==> src/rtl/osc_pkg.sv <==
// Shared oscilloscope types: sample width, capture FSM states, slope codes.
// Used by the trigger/capture stage and its capture RAM.
package osc_pkg;

  localparam int DW = 12;

  typedef enum logic [2:0] {
    IDLE,
    PRE,
    WAIT,
    POST,
    READ
  } state_e;

  localparam logic SLOPE_RISE = 1'b0;
  localparam logic SLOPE_FALL = 1'b1;

endpackage

==> src/rtl/cap_ram.sv <==
// Capture window memory: one write port, one registered read port.
// Read data register resets to zero so the readout port is clean after reset.
module cap_ram #(
  parameter int DW = 12,
  parameter int AW = 8
) (
  input  logic          clk,
  input  logic          rst_n,
  input  logic          we_i,
  input  logic [AW-1:0] waddr_i,
  input  logic [DW-1:0] wdata_i,
  input  logic          re_i,
  input  logic [AW-1:0] raddr_i,
  output logic [DW-1:0] rdata_o
);

  logic [DW-1:0] mem_q [2**AW];

  always_ff @(posedge clk) begin
    if (we_i) mem_q[waddr_i] <= wdata_i;
  end

  always_ff @(posedge clk or negedge rst_n) begin
    if (!rst_n)    rdata_o <= '0;
    else if (re_i) rdata_o <= mem_q[raddr_i];
  end

endmodule

==> src/rtl/trig_capture.sv <==
// Hysteresis trigger with pre/post ring-buffer capture and valid/ready readout.
// Optional AUTO_TRIG_EN: force a trigger after TIMEOUT cycles in WAIT.
module trig_capture
  import osc_pkg::*;
#(
  parameter int DW      = osc_pkg::DW,
  parameter int DEPTH   = 256,
  parameter int AW      = 8,
  parameter int HYST    = 16,
  parameter int TIMEOUT = 1000000
) (
  input  logic          clk,
  input  logic          rst_n,
  input  logic          sample_valid,
  input  logic [DW-1:0] data_in,
  input  logic [DW-1:0] level,
  input  logic          slope_sel,
  input  logic          arm,
  input  logic [AW-1:0] pretrig,
  output logic          busy,
  output logic          triggered,
  output logic          done,
  output logic          rd_valid,
  output logic [DW-1:0] rd_data,
  output logic          rd_last,
  input  logic          rd_ready
);

  localparam logic [DW-1:0] MAXV   = '1;
  localparam logic [DW-1:0] HV     = DW'(HYST);
  localparam logic [AW:0]   DEPTHV = (AW+1)'(DEPTH);

  state_e        state_q;
  logic          slope_q;
  logic [DW-1:0] level_q;
  logic [AW-1:0] pre_q;
  logic [AW-1:0] wr_ptr_q;
  logic [AW-1:0] trig_ptr_q;
  logic [AW-1:0] rd_ptr_q;
  logic [AW:0]   cnt_q;
  logic [AW:0]   fcnt_q;
  logic          seen_lo_q;
  logic          seen_hi_q;
  logic          busy_q;
  logic          trig_q;
  logic          done_q;
  logic          rd_valid_q;
  logic          rd_last_q;

  logic [DW-1:0] lo;
  logic [DW-1:0] hi;
  logic [AW:0]   post_n;
  logic          real_hit;
  logic          forced;
  logic          hit;
  logic          we;
  logic          re;
  logic          xfer;

  assign lo = (level_q < HV) ? '0 : level_q - HV;
  assign hi = (level_q > MAXV - HV) ? MAXV : level_q + HV;

  assign real_hit =
    ((slope_q == SLOPE_RISE) && seen_lo_q && (data_in >= level_q)) ||
    ((slope_q == SLOPE_FALL) && seen_hi_q && (data_in <= level_q));
  assign hit = real_hit || forced;

  assign post_n = DEPTHV - {1'b0, pre_q};

  assign we = sample_valid &&
              ((state_q == PRE) || (state_q == WAIT) || (state_q == POST));
  assign re = (state_q == READ) && (fcnt_q != DEPTHV) &&
              (!rd_valid_q || rd_ready);
  assign xfer = rd_valid_q && rd_ready;

`ifdef AUTO_TRIG_EN
  localparam int TW = $clog2(TIMEOUT + 1);
  logic [TW-1:0] to_q;

  assign forced = (to_q == TW'(TIMEOUT));

  always_ff @(posedge clk or negedge rst_n) begin
    if (!rst_n)                to_q <= '0;
    else if (state_q != WAIT)  to_q <= '0;
    else if (!forced)          to_q <= to_q + 1'b1;
  end
`else
  // no timeout counter: WAIT holds until a real trigger
  assign forced = (TIMEOUT < 0);
`endif

  always_ff @(posedge clk or negedge rst_n) begin
    if (!rst_n) begin
      state_q    <= IDLE;
      slope_q    <= 1'b0;
      level_q    <= '0;
      pre_q      <= '0;
      wr_ptr_q   <= '0;
      trig_ptr_q <= '0;
      rd_ptr_q   <= '0;
      cnt_q      <= '0;
      fcnt_q     <= '0;
      seen_lo_q  <= 1'b0;
      seen_hi_q  <= 1'b0;
      busy_q     <= 1'b0;
      trig_q     <= 1'b0;
      done_q     <= 1'b0;
      rd_valid_q <= 1'b0;
      rd_last_q  <= 1'b0;
    end else begin
      unique case (state_q)
        IDLE: begin
          if (arm) begin
            slope_q   <= slope_sel;
            level_q   <= level;
            pre_q     <= pretrig;
            wr_ptr_q  <= '0;
            cnt_q     <= '0;
            seen_lo_q <= 1'b0;
            seen_hi_q <= 1'b0;
            busy_q    <= 1'b1;
            state_q   <= (pretrig == '0) ? WAIT : PRE;
          end
        end
        PRE: begin
          if (sample_valid) begin
            wr_ptr_q  <= wr_ptr_q + 1'b1;
            cnt_q     <= cnt_q + 1'b1;
            seen_lo_q <= seen_lo_q | (data_in < lo);
            seen_hi_q <= seen_hi_q | (data_in > hi);
            if (cnt_q + 1'b1 == {1'b0, pre_q}) state_q <= WAIT;
          end
        end
        WAIT: begin
          if (sample_valid) begin
            wr_ptr_q  <= wr_ptr_q + 1'b1;
            seen_lo_q <= seen_lo_q | (data_in < lo);
            seen_hi_q <= seen_hi_q | (data_in > hi);
            if (hit) begin
              trig_ptr_q <= wr_ptr_q;
              trig_q     <= real_hit;
              cnt_q      <= {{AW{1'b0}}, 1'b1};
              if (post_n == {{AW{1'b0}}, 1'b1}) begin
                state_q  <= READ;
                busy_q   <= 1'b0;
                done_q   <= 1'b1;
                rd_ptr_q <= wr_ptr_q - pre_q;
                fcnt_q   <= '0;
              end else begin
                state_q <= POST;
              end
            end
          end
        end
        POST: begin
          if (sample_valid) begin
            wr_ptr_q <= wr_ptr_q + 1'b1;
            cnt_q    <= cnt_q + 1'b1;
            if (cnt_q + 1'b1 == post_n) begin
              state_q  <= READ;
              busy_q   <= 1'b0;
              done_q   <= 1'b1;
              rd_ptr_q <= trig_ptr_q - pre_q;
              fcnt_q   <= '0;
            end
          end
        end
        READ: begin
          if (xfer && rd_last_q) begin
            state_q    <= IDLE;
            done_q     <= 1'b0;
            trig_q     <= 1'b0;
            rd_valid_q <= 1'b0;
            rd_last_q  <= 1'b0;
          end else if (re) begin
            rd_ptr_q   <= rd_ptr_q + 1'b1;
            fcnt_q     <= fcnt_q + 1'b1;
            rd_valid_q <= 1'b1;
            rd_last_q  <= (fcnt_q == DEPTHV - 1'b1);
          end else if (xfer) begin
            rd_valid_q <= 1'b0;
          end
        end
        default: state_q <= IDLE;
      endcase
    end
  end

  cap_ram #(
    .DW (DW),
    .AW (AW)
  ) u_ram (
    .clk     (clk),
    .rst_n   (rst_n),
    .we_i    (we),
    .waddr_i (wr_ptr_q),
    .wdata_i (data_in),
    .re_i    (re),
    .raddr_i (rd_ptr_q),
    .rdata_o (rd_data)
  );

  assign busy      = busy_q;
  assign triggered = trig_q;
  assign done      = done_q;
  assign rd_valid  = rd_valid_q;
  assign rd_last   = rd_last_q;

endmodule

==> config.mk <==
export PLATFORM = sky130hd
export DESIGN_NAME = trig_capture
export DESIGN_NICKNAME = d
export VERILOG_FILES = /design/src/rtl/osc_pkg.sv /design/src/rtl/cap_ram.sv /design/src/rtl/trig_capture.sv
export SDC_FILE = /design/constraint.sdc
export NUM_CORES = 2
export LEC_CHECK = 0
export ABC_AREA = 1
export BUFFER_PORTS_ARGS = -buffer_cell sky130_fd_sc_hd__buf_2
export CAP_MARGIN = 10
export CORE_UTILIZATION = 49
export DETAILED_ROUTE_END_ITERATION = 7
export PLACE_DENSITY_LB_ADDON = 0.05
export SKIP_CTS_REPAIR_TIMING = 1
export SLEW_MARGIN = 20
export SYNTH_ARGS = -nofsm -noshare
export SYNTH_HDL_FRONTEND = slang
export SYNTH_SLANG_ARGS = --single-unit
export TNS_END_PERCENT = 50
==> constraint.sdc <==
create_clock -name clk -period 6.95 [get_ports clk]
set_input_delay 0.695 -clock clk [delete_from_list [all_inputs] [get_ports clk]]
set_output_delay 0.695 -clock clk [all_outputs]
set_load 0.1 [all_outputs]
# --- After elaboration in Yosys (flattened, before gate mapping) ---
# Memory sizes are Yosys's and may differ from the RTL's. A register that Yosys moved wholly into a read port is not among the register bits.
# Index checks and enable logic that the tools add are counted.
totals:
  in_bits: 38
  memories: 1
  word_cells: 164
  reg_bits: 73
  ram_bits: 3072
  output_inout_bits: 17
mem_list:
  columns: ["name", "depth", "width", "rd", "rd_clocked_by_memory_dff", "wr", "line_no", "text"]
  rows:
  - ["u_ram.mem_q", 256, 12, 1, 1, 1, "cap_ram.sv:17", "logic [DW-1:0] mem_q [2**AW];"]
classes:
  reduce_logical: 40
  magnitude_cmp: 6
  n_bitwise: 3
  n_eq_ne: 23
  mux: 66
  n_addsub: 9
op_table:
  columns: ["op", "n"]
  rows:
  - ["9-bit two-way mux", 11]
  - ["8-bit two-way mux", 9]
  - ["9-bit case mux with 3 select lines", 2]
  - ["3-bit two-way mux", 9]
  - ["1-bit two-way mux", 24]
  - ["12-bit two-way mux", 2]
  - ["8-bit case mux with 3 select lines", 1]
  - ["9-bit by 1-bit adder with 9-bit output (second input constant)", 2]
  - ["8-bit by 1-bit adder with 8-bit output (second input constant)", 2]
  - ["8-bit case mux with 2 select lines", 1]
  - ["8-bit AND reduction", 2]
  - ["8-bit subtractor", 2]
  - ["3-bit case mux with 5 select lines", 1]
  - ["2-bit by 1-bit != test with 1-bit output (second input constant)", 7]
  - ["2-bit != test (second input constant)", 7]
  - ["7-bit AND reduction", 2]
  - ["12-bit by 5-bit adder with 12-bit output (second input constant)", 1]
  - ["12-bit greater-or-equal comparator", 1]
  - ["12-bit greater-than comparator", 1]
  - ["12-bit greater-than comparator (second input constant)", 1]
  - ["12-bit <= comparator", 1]
  - ["12-bit < comparator", 1]
  - ["12-bit by 5-bit < comparator with 1-bit output (second input constant)", 1]
  - ["3-bit nonzero test", 4]
  - ["other kinds (27)", 52]

# --- Logic depth before layout (Yosys ltp) ---
logic_depth:
  word_depth: 7
  ltp_mapped: 22
  ltp_nobuf: 18

# --- Hierarchy ---
# From an unflattened synthesis, not the netlist that was laid out.
unflattened:
  cells_unflattened: 11183
  hier_area_um2: 130492.7
modules_own_cells:
  columns: ["module", "cells_per_inst", "area_per_inst_um2", "seq_area_each_um2", "n_inst"]
  rows:
  - ["cap_ram", 10313, 124567.0, 92548.8, 1]
  - ["trig_capture", 870, 5925.7, 1826.8, 1]

# --- Worst setup path before layout ---
# No wires, ideal clock.
synth_path:
  path_kind: "input-to-reg"
  start: "in sample_valid"
  end: "mem u_ram.mem_q[100][0], enable pin"
  slack_ns: 4.427
  setup_time_ns: 0.380
  t_arrival_ns: 2.143
  path_buffers: 2
  stages: 6
  t_required_ns: 6.570
  cell_sequence: "nand2_1 inv_1 clkbuf_1 nand4_1 clkbuf_1 nor2_1"
synth_between:
  elab_chain_cells: 3
synth_lines:
  columns: ["element", "line_no", "text"]
  rows:
  - ["from (decl)", "trig_capture.sv:14", "input logic sample_valid,"]
  - ["1-bit logical AND", "trig_capture.sv:70", "assign we = sample_valid &&"]
  - ["1-bit two-way mux", "cap_ram.sv:20", "if (we_i) mem_q[waddr_i] <= wdata_i;"]
  - ["1-bit two-way mux (implied by the code)", "cap_ram.sv:20", null]
  - ["to (decl)", "cap_ram.sv:17", null]
# Every way passes these cells.

==> flow_summary_export.csv <==
group,metric,value,unit
logic_synthesis,synthesis.area,133800,µm²
logic_synthesis,synthArstFlopShare,0.02692,
floorplanning,die_w,524.5,µm
logic_synthesis,ys.flop_type,"edfxtp_1",
setup_path,r2r_cells,14,
setup_path,r2r_slack,2.30,ns
clock_network,path_clk_slew,0.06,ns
sta,final_max_slew_viol_count,0,
sta,finalClockSkew,0.02984,ns
clock_network,clk_latency,0.94,ns
hold_path,hp-class,"primary input to flop",
drt,via_per_inst,5.635,
clock_network,root_buffer,"clkbuf_16",
logic_synthesis,synth_seq_cells,3157,
setup_path,rr_startpoint,"rd_ptr_q[3]$_DFFE_PN0P_",
grt,grt_pass1_wl,600.2,mm
setup_path,reg2reg_to,"u_ram.rdata_o[6]$_DFFE_PN0P_",
setup_path,crit_type,"flop to flop",
drt,drtIter0Drc,10870,
placed_design,port-buffer-count,54,
logic_synthesis,synth_top_cell_by_area,"edfxtp_1",
final_layout,fin_nets,12390,
floorplanning,ios,55,
grt,grt_pass1_vias,85650,
clock_network,h-tree-depth,5,
logic_synthesis,synthTopCellsByArea,"edfxtp_1, nand2_1, nor2_1",
logic_synthesis,yosysWarnings,0,
final_layout,syn_to_final_growth,11.00,%
power_and_ir_drop,pwr-share-comb,0.330,
logic_synthesis,synth_common_cells,"nand2_1, edfxtp_1, nor2_1, o21ai_0, inv_1",
grt,grt_usage,0.2962,
drt,drtPass1Iterations,6,
drt,ant_nets,0,
sta,hold_viol_final,0,
clock_network,clockBufferDepth,4,
run,maxCapViolations,0,
power_and_ir_drop,peakVddDrop,0.0002874,V
logic_synthesis,yosysMostFrequentCell,"nand2_1",
hold_path,hold_start,"level[3]",
floorplanning,die_h,524.5,µm
drt,drt_drc_violations_left,0,
setup_path,cp.arrival,5.50,ns
sta,min_period,4.652,ns
power_and_ir_drop,p_leak,55.51,nW
sta,max_slew_margin,0.2297,
power_and_ir_drop,power_per_cell_area,389.6,nW/µm²
final_layout,nFillCells,23280,
logic_synthesis,synth_edf_count,3072,
logic_synthesis,synth_area_per_cell,10.87,µm²
grt,overflow,0,
power_and_ir_drop,p_sw_frac,0.3876,
hold_path,holdPathEnd,"level_q[3]$_DFFE_PN0P_",
setup_path,worstSetupStartpointType,"flop",
floorplanning,core,271200,µm²
sta,fin_hold_ws,0.005421,ns
grt,grt_max_degree,194,
sta,fmax,0.2150,GHz
power_and_ir_drop,p_total,57.85,mW
drt,wl,414.2,mm
clock_network,clkSinkCount,3157,
power_and_ir_drop,p_switching,22.42,mW
sta,fin_tns_setup,0,ns
status,run_status,"completed",
final_layout,drive_gt1_frac,0.07295,
logic_synthesis,yosys.area.top_type_share,0.6895,
placed_design,post-dp-hpwl,239.8,mm
grt,antenna_found_initial,16,
sta,rsz0062_at_grt,"false",
logic_synthesis,synth_nets,12400,
logic_synthesis,yosysSeqAreaShare,0.7054,
drt,wl_per_cell,25.68,µm
sta,finalCritPeriodShare,0.6693,
setup_path,cp-end-kind,"flop",
sta,setup_violations,0,
logic_synthesis,synthDistinctLibCells,42,
power_and_ir_drop,power_frac_seq,0.373,
hold_path,hold_depth,3,
logic_synthesis,syn_inst,12300,
power_and_ir_drop,power.share.clock,0.297,
clock_network,cts_tree,"built",
placed_design,gp_congestion,0.8798,
setup_path,critPathMaxFanout,45,
floorplanning,initial_core_util,0.4932,
drt,vias,90890,
setup_path,required,7.80,ns
sta,worstMarginPinSlew,1.151,ns
floorplanning,dieArea,275100,µm²
power_and_ir_drop,p_int,35.43,mW
floorplanning,row_count,191,
clock_network,cts_made_buffers,338,
==> logic make-up after synthesis <==
family / share of synthesized area
and+or+nand+nor: 0.1783
AOI/OAI and AO/OA: 0.05884
adders and majority gates: 0.005387
xor gates and xnor gates: 0.001440
buffers and inverters: 0.05057
DFF: 0.7054
==> metal layers <==
metal	part of all wire	global-route usage	vias up
li1	-	-	41570
met1	0.43	0.4315	45000
met2	0.46	0.4604	3720
met3	0.078	0.03877	605
met4	0.038	0.09905	0
met5	0	0	-
==> through the flow <==
| step | area (µm²) | util | setup WS (ns) | std cells |
|---|---|---|---|---|
| global placement | 137700 | 0.5077 | 2.373 | 15510 |
| global route | 148500 | 0.5475 | 2.325 | 16130 |
| detailed placement | 137900 | 0.5084 | 2.526 | 15510 |
| CTS | 148200 | 0.5466 | 2.488 | 16110 |
| floorplan | 133800 | - | 4.427 | 12300 |
| finish | 148500 | 0.5475 | 2.298 | 16130 |
==> worst max path at each step <==
stage	start	to	slack, ns	depth (start not counted)
2_1_floorplan	sample_valid	u_ram.mem_q[100][0]$_DFFE_PP_	4.43	6
3_3_place_gp	sample_valid	u_ram.mem_q[80][9]$_DFFE_PP_	2.37	7
3_5_place_dp	rd_ptr_q[3]$_DFFE_PN0P_	u_ram.rdata_o[6]$_DFFE_PN0P_	2.53	14
4_1_cts	rd_ptr_q[3]$_DFFE_PN0P_	u_ram.rdata_o[6]$_DFFE_PN0P_	2.49	14
5_1_grt	rd_ptr_q[3]$_DFFE_PN0P_	u_ram.rdata_o[0]$_DFFE_PN0P_	2.32	14
6_report	rd_ptr_q[3]$_DFFE_PN0P_	u_ram.rdata_o[6]$_DFFE_PN0P_	2.30	14
==> power by group through the flow <==
| stage | clock network (mW) | logic [mW] | registers, mW |
|---|---|---|---|
| floorplan | 0 | 11.7 | 21.9 |
| global placement | 0 | 18.8 | 22.0 |
| detailed placement | 0 | 18.8 | 22.0 |
| CTS | 17.4 | 18.9 | 21.6 |
| global route | 18.1 | 20.6 | 21.6 |
| finish | 17.2 | 19.1 | 21.6 |
==> registers in the layout, summed over array words and instances, names as in the netlist, 8 cells and up <==
| name | flops |
|---|---|
| wr_ptr_q | 8 |
| cnt_q | 9 |
| pre_q | 8 |
| rd_ptr_q | 8 |
| level_q | 12 |
| u_ram.mem_q | 3072 |
| trig_ptr_q | 8 |
| fcnt_q | 9 |
| u_ram.rdata_o | 12 |
==> cell type report <==
cell class,instances,area (µm²),share of cell area
Antenna cell,4,10.01,0.00006740
Clock buffer,441,9022,0.06076
Clock inverter,163,1321,0.008897
Inverter,881,3349,0.02256
Multi-Input combinational cell,7565,32960,0.2220
Sequential cell,3157,94390,0.6356
Tap cell,3570,4467,0.03008
Timing Repair Buffer,349,2978,0.02005
==> cell usage in the layout (no fill, tap or decap), types with 13 or more instances in the layout <==
cell and count:
nand3_1 829, clkinv_1 85, clkbuf_16 344, buf_12 26, clkinv_2 46, buf_8 13
clkbuf_1 92, nor2_2 118, xor2_1 19, edfxtp_1 3072, buf_4 255, o21ai_1 89
ha_1 56, o21ai_0 943, dfrtp_1 80, bufinv_16 14, buf_2 41, o211ai_1 225
inv_1 864, nand2_1 3099, a21oi_1 186, nand4_1 49, nor2_1 1903
==> worst max-delay path, cell delays in order, from the launching register on <==
cell	delay (ns)
dfrtp_1	0.48
clkinv_4	0.51
nor2_4	0.37
buf_4	0.27
clkinv_2	0.50
buf_4	0.53
a21oi_1	0.21
nor2_1	0.11
nand2_1	0.14
nand3_1	0.51
nand3_1	0.28
nand3_1	0.17
nand2_1	0.14
nand2_1	0.06
nand2_1	0.08
(Power assumes the default switching activity.)
